`src/rtl/frame_buffer_writer.sv`:
```
// Frame-buffer write port: buffers masked-pixel beats and drains them into VGA RAM.
// Tracks raster position, flags order/range errors and counts completed frames.
module frame_buffer_writer #(
  parameter int ROWS       = 240,
  parameter int COLS       = 320,
  parameter int FIFO_DEPTH = 4
) (
  input  logic        clk,
  input  logic        rst,
  input  logic        in_valid,
  output logic        in_ready,
  input  logic [11:0] in_pixel,
  input  logic [7:0]  in_row,
  input  logic [8:0]  in_col,
  input  logic        wr_grant,
  output logic        wr_en,
  output logic [7:0]  wr_row,
  output logic [8:0]  wr_col,
  output logic [11:0] wr_pixel,
  output logic        frame_done,
  output logic [7:0]  frame_count,
  output logic        seq_error,
  output logic        range_error,
  input  logic        clr_err,
  output logic        busy
);

  localparam int AW = $clog2(FIFO_DEPTH);
  localparam logic [AW:0] FULL     = (AW+1)'(FIFO_DEPTH);
  localparam logic [7:0]  LAST_ROW = 8'(ROWS - 1);
  localparam logic [8:0]  LAST_COL = 9'(COLS - 1);

  localparam logic [0:0] IDLE   = 1'b0;
  localparam logic [0:0] ACTIVE = 1'b1;

  typedef struct packed {
    logic [11:0] pixel;
    logic [7:0]  row;
    logic [8:0]  col;
  } beat_t;

  beat_t         mem [FIFO_DEPTH];
  logic [AW-1:0] wptr;
  logic [AW-1:0] rptr;
  logic [AW:0]   count;
  logic [0:0]    state;
  logic [7:0]    erow;
  logic [8:0]    ecol;

  logic  in_range;
  logic  accept;
  logic  push;
  logic  pop;
  beat_t head;
  logic  match;
  logic  last;
  logic [7:0] nrow;
  logic [8:0] ncol;

  // Ready depends on registered occupancy only, so a full FIFO
  // refuses a beat even when a pop happens on the same edge.
  assign in_ready = (count != FULL);
  assign in_range = (in_row <= LAST_ROW) && (in_col <= LAST_COL);
  assign accept   = in_valid && in_ready;
  assign push     = accept && in_range;
  assign pop      = (count != '0) && wr_grant;
  assign head     = mem[rptr];
  assign match    = (head.row == erow) && (head.col == ecol);
  assign last     = (head.row == LAST_ROW) && (head.col == LAST_COL);
  assign busy     = (state == ACTIVE) || (count != '0);

  // Raster position following the head entry; used to resync on error.
  always_comb begin
    nrow = head.row;
    ncol = head.col + 9'd1;
    if (head.col == LAST_COL) begin
      ncol = '0;
      nrow = (head.row == LAST_ROW) ? 8'd0 : head.row + 8'd1;
    end
  end

  // FIFO storage; contents are don't-care while unoccupied.
  always_ff @(posedge clk) begin
    if (push) mem[wptr] <= '{pixel: in_pixel, row: in_row, col: in_col};
  end

  // FIFO pointers and occupancy.
  always_ff @(posedge clk or posedge rst) begin
    if (rst) begin
      wptr  <= '0;
      rptr  <= '0;
      count <= '0;
    end else begin
      if (push) wptr <= wptr + 1'b1;
      if (pop)  rptr <= rptr + 1'b1;
      unique case ({push, pop})
        2'b10:   count <= count + 1'b1;
        2'b01:   count <= count - 1'b1;
        default: count <= count;
      endcase
    end
  end

  // RAM write port: registers the head entry on each pop.
  always_ff @(posedge clk or posedge rst) begin
    if (rst) begin
      wr_en      <= 1'b0;
      wr_row     <= '0;
      wr_col     <= '0;
      wr_pixel   <= '0;
      frame_done <= 1'b0;
    end else begin
      wr_en      <= pop;
      frame_done <= pop && last;
      if (pop) begin
        wr_row   <= head.row;
        wr_col   <= head.col;
        wr_pixel <= head.pixel;
      end
    end
  end

  // Frame state, expected raster position and frame counter.
  always_ff @(posedge clk or posedge rst) begin
    if (rst) begin
      state       <= IDLE;
      erow        <= '0;
      ecol        <= '0;
      frame_count <= '0;
    end else if (pop) begin
      erow <= nrow;
      ecol <= ncol;
      unique case (1'b1)
        last: begin
          state       <= IDLE;
          frame_count <= frame_count + 8'd1;
        end
        default: state <= ACTIVE;
      endcase
    end
  end

  // Sticky error flags; a new event outranks a simultaneous clear.
  always_ff @(posedge clk or posedge rst) begin
    if (rst) begin
      seq_error   <= 1'b0;
      range_error <= 1'b0;
    end else begin
      if (clr_err) begin
        seq_error   <= 1'b0;
        range_error <= 1'b0;
      end
      if (pop && !match)        seq_error   <= 1'b1;
      if (accept && !in_range)  range_error <= 1'b1;
    end
  end

endmodule

```
`config.mk`:
```
export PLATFORM = sky130hd
export DESIGN_NAME = frame_buffer_writer
export DESIGN_NICKNAME = d
export VERILOG_FILES = /design/src/rtl/frame_buffer_writer.sv
export SDC_FILE = /design/constraint.sdc
export NUM_CORES = 1
export LEC_CHECK = 0
export BUFFER_PORTS_ARGS = -buffer_cell sky130_fd_sc_hd__buf_2
export CAP_MARGIN = 20
export CORE_UTILIZATION = 40
export CTS_CLUSTER_DIAMETER = 150
export DETAILED_ROUTE_END_ITERATION = 10
export HOLD_SLACK_MARGIN = 0.12
export PLACE_DENSITY = 0.6
export SYNTH_ARGS = -nofsm -noshare
export SYNTH_HDL_FRONTEND = slang
export SYNTH_SLANG_ARGS = --single-unit
```
`constraint.sdc`:
```
create_clock -name clk -period 3.18 [get_ports clk]
set_clock_uncertainty 0.15 [all_clocks]
set_input_delay 0.636 -clock clk [delete_from_list [all_inputs] [get_ports clk]]
set_output_delay 0.636 -clock clk [all_outputs]
set_load 0.005 [all_outputs]
```
==> load_flow_metrics.sql <==
INSERT INTO impl_metrics (metric_group, metric, value, unit) VALUES
('synth', 'synth-seq-cells', '182', ''),
('die', 'die_h', '137', 'um'),
('place', 'place.port_buffers', '76', ''),
('power_and_ir_drop', 'cell_internal_pwr', '5.28', 'mW'),
('layout', 'layout.nets', '621', ''),
('critical_path', 'cpPeakStageDelay', '0.62', 'ns'),
('critical_path', 'worstReg2RegEnd', 'seq_error$_DFFE_PP0P_', ''),
('synth', 'number_of_enable_flip_flop_cells_after_synthesis', '116', ''),
('die', 'design.die.area', '18900', 'um^2'),
('timing', 'least_margin_pin_slew', '0.584', 'ns'),
('critical_path', 'crit_fanout', '10', ''),
('layout', 'fraction_of_final_layout_cells_sized_beyond_drive_strength_1', '26.9', '%'),
('critical_path', 'critical_path.startpoint_type', 'register', ''),
('routing', 'via_per_inst', '5.07', ''),
('outcome', 'status', 'finished, final reports clean', ''),
('power_and_ir_drop', 'switchingPower', '2.57', 'mW'),
('power_and_ir_drop', 'max-vdd-ir-drop', '0.455', 'mV'),
('timing', 'min_period_over_period', '89.7', '%'),
('global_routing', 'global_route_usage_over_all_layers', '16.7', '%'),
('global_routing', 'grt_start_max_net_pins', '54', ''),
('routing', 'first_pass_iteration_count_of_the_detailed_router', '4', ''),
('die', 'dieWidth', '137', 'um'),
('critical_path', 'crit_chain', 'buf_4 > mux4_2 > xor2_1 > nor4_1 > nand3_1 > nor4_1 > o2bb2ai_1', ''),
('clocking', 'clock_tree_from_tritoncts', 'built', ''),
('routing', 'dr.first_iter.drc_count', '263', ''),
('power_and_ir_drop', 'total_power', '7.85', 'mW'),
('synth', 'yosys-top-cells-area', 'sky130_fd_sc_hd__edfxtp_1 (47%), sky130_fd_sc_hd__dfrtp_1 (22%), sky130_fd_sc_hd__mux4_2 (8.6%)', ''),
('die', 'core.rowCount', '49', ''),
('place', 'place_hpwl', '9570', 'um'),
('critical_path', 'worst_path_max_delay_cell', 'sky130_fd_sc_hd__mux4_2', ''),
('clocking', 'worstSkewPairLatency', '0.42', 'ns'),
('power_and_ir_drop', 'clock_power_share', '26.3', '%'),
('synth', 'synthesis.yosys.warnings', '0', ''),
('critical_path', 'end_kind', 'register', ''),
('synth', 'share_of_flip_flops_with_an_asynchronous_set_or_reset', '36.3', '%'),
('synth', 'ys.flop_type', 'sky130_fd_sc_hd__edfxtp_1', ''),
('worst_hold_path', 'launch_point_of_the_worst_hold_path', 'in_pixel[6]', ''),
('routing', 'totalWireLength', '14600', 'um'),
('clocking', 'cts-buffers-inserted', '17', ''),
('power_and_ir_drop', 'power.density', '904', 'nW/um^2'),
('synth', 'net_count_after_synthesis', '527', ''),
('synth', 'synth_top_area_cell', 'sky130_fd_sc_hd__edfxtp_1', ''),
('die', 'design.portCount', '77', ''),
('flow_run', 'maxCapViolCount', '0', ''),
('power_and_ir_drop', 'leak_pwr', '3.43', 'nW'),
('critical_path', 'worstSetupStartpoint', 'rptr[0]$_DFFE_PP0P_', ''),
('clocking', 'cts_buffer_depth', '2', ''),
('critical_path', 'category_of_cells_accounting_for_the_largest_share_of_critical_path_delay', 'simple AND/OR/NAND/NOR gates', ''),
('clocking', 'cts_htree_levels', '4', ''),
('die', 'floorplan.initialDensity', '40.9', '%'),
('die', 'coreArea', '18000', 'um^2'),
('power_and_ir_drop', 'power.sequential.fraction', '43.1', '%'),
('timing', 'report.final.setup_viol', '0', ''),
('layout', 'fin_util', '48.4', '%'),
('critical_path', 'regToRegStartpoint', 'rptr[0]$_DFFE_PP0P_', ''),
('timing', 'slew_violations', '0', ''),
('routing', 'vias', '4160', ''),
('clocking', 'post_cts.resized_instances', '0', ''),
('synth', 'number_of_distinct_library_cells_after_synthesis', '39', ''),
('layout', 'antennaDiodeCount', '0', ''),
('synth', 'post_synth_instance_area', '7340', 'um^2'),
('layout', 'syn2layout_area_growth', '18.3', '%'),
('critical_path', 'criticalPathCategory', 'register to register', ''),
('synth', 'post_synth_inst_count', '484', ''),
('global_routing', 'antenna_found_initial', '0', ''),
('timing', 'timing.final.crit_period', '2.85', 'ns'),
('synth', 'syn_avg_cell_area', '15.2', 'um^2'),
('global_routing', 'vias_in_the_first_global_route', '4266', ''),
('critical_path', 'worstPathRequired', '3.32', 'ns'),
('routing', 'drt_drc_violations_left', '0', ''),
('synth', 'synth_most_common_cell', 'sky130_fd_sc_hd__edfxtp_1', '');
flip-flops by register name (all words and copies together), names as in the netlist, 2 cells and up:
name and cells:
wr_pixel 12, mem 116, frame_count 8, wr_col 9, wr_row 8, wptr 2
count 3, ecol 9, erow 8, rptr 2
cell families (layout without fill, tap and decap cells):
group	count (synthesis)	in the layout	share of synthesized area, %
XOR/XNOR	39	39	4.65
AO/OA/AOI/OAI	31	31	2.68
AND/OR/NAND/NOR	163	163	9.71
buffers and inverters	28	135	2.01
multiplexers	32	32	9.37
adder cells (fa/ha/maj)	9	9	1.64
flip-flops	182	182	69.9
final cells by class:
type                    count  area, um^2
fillers                  1555        9280
flip-flops and latches    182        5140
multi-input cells         274        2070
repair buffers             93         573
clock buffers              17         425
well taps                 229         287
clock inverters            15         154
inverters                  10        37.5
cell usage in the layout, fill, tap and decap left out, types with 6 or more instances in the layout:
cell / instances
sky130_fd_sc_hd__a21oi_1: 6
sky130_fd_sc_hd__and2_1: 6
sky130_fd_sc_hd__buf_2: 76
sky130_fd_sc_hd__buf_4: 11
sky130_fd_sc_hd__clkbuf_16: 17
sky130_fd_sc_hd__dfrtp_1: 65
sky130_fd_sc_hd__edfxtp_1: 116
sky130_fd_sc_hd__ha_1: 8
sky130_fd_sc_hd__inv_1: 8
sky130_fd_sc_hd__inv_6: 7
sky130_fd_sc_hd__mux4_2: 28
sky130_fd_sc_hd__nand2_1: 108
sky130_fd_sc_hd__nand3_1: 12
sky130_fd_sc_hd__nand4_1: 8
sky130_fd_sc_hd__nor2_1: 16
sky130_fd_sc_hd__o21ai_0: 11
sky130_fd_sc_hd__xnor2_1: 26
sky130_fd_sc_hd__xor2_1: 13
power groups by stage:
stage / clock, mW / sequential, mW / combinational (mW)
after floorplan: 0 / 3.34 / 1.70
after global placement: 0 / 3.40 / 2.40
after detailed placement: 0 / 3.43 / 2.44
after CTS: 2.11 / 3.39 / 2.45
after global routing: 2.21 / 3.45 / 2.66
final: 2.06 / 3.38 / 2.41
routing by layer:
| metal | global-route usage, % | part of all wire, % | vias to the layer above |
|---|---|---|---|
| met4 | 6.47 | 1.8 | 0 |
| met2 | 27.4 | 49 | 77 |
| met1 | 21.3 | 45 | 2119 |
| met5 | 0 | 0 | - |
| li1 | - | - | 1948 |
| met3 | 4.16 | 3.6 | 16 |
worst register-to-register path, stage by stage, from the launching register on:
cell,delay (ns)
sky130_fd_sc_hd__dfrtp_2,0.56
sky130_fd_sc_hd__buf_4,0.26
sky130_fd_sc_hd__mux4_2,0.62
sky130_fd_sc_hd__xor2_1,0.18
sky130_fd_sc_hd__nor4_1,0.29
sky130_fd_sc_hd__nand3_1,0.11
sky130_fd_sc_hd__nor4_1,0.42
sky130_fd_sc_hd__o2bb2ai_1,0.11
per-stage QoR:
stage               area, um^2  std cells  setup slack (ns)  hold WS (ns)
floorplan                 7340        484             0.209         0.307
global placement          8100        787             0.317         0.304
detailed placement        8100        787             0.261         0.308
CTS                       8690        820             0.248         0.253
global route              8690        820            0.0942         0.248
finish                    8690        820             0.329         0.267
timing repair:
| item | in CTS | in global routing |
|---|---|---|
| setup endpoints to repair | 0 | 0 |
| endpoints found under the hold margin | 20 | 0 |
| hold buffers | 1 | 0 |
how the worst min path moves through the flow:
stage | cells past startpoint | to | slack, ns
2_1_floorplan | 2 | state$_DFFE_PP0P_ | 0.31
3_3_place_gp | 2 | wr_pixel[6]$_DFFE_PP0P_ | 0.30
3_5_place_dp | 2 | wr_pixel[6]$_DFFE_PP0P_ | 0.31
4_1_cts | 1 | mem[0][26]$_DFFE_PP_ | 0.25
5_1_grt | 1 | mem[0][26]$_DFFE_PP_ | 0.25
6_report | 1 | mem[3][23]$_DFFE_PP_ | 0.27
Power figures use the tool's default switching activity.
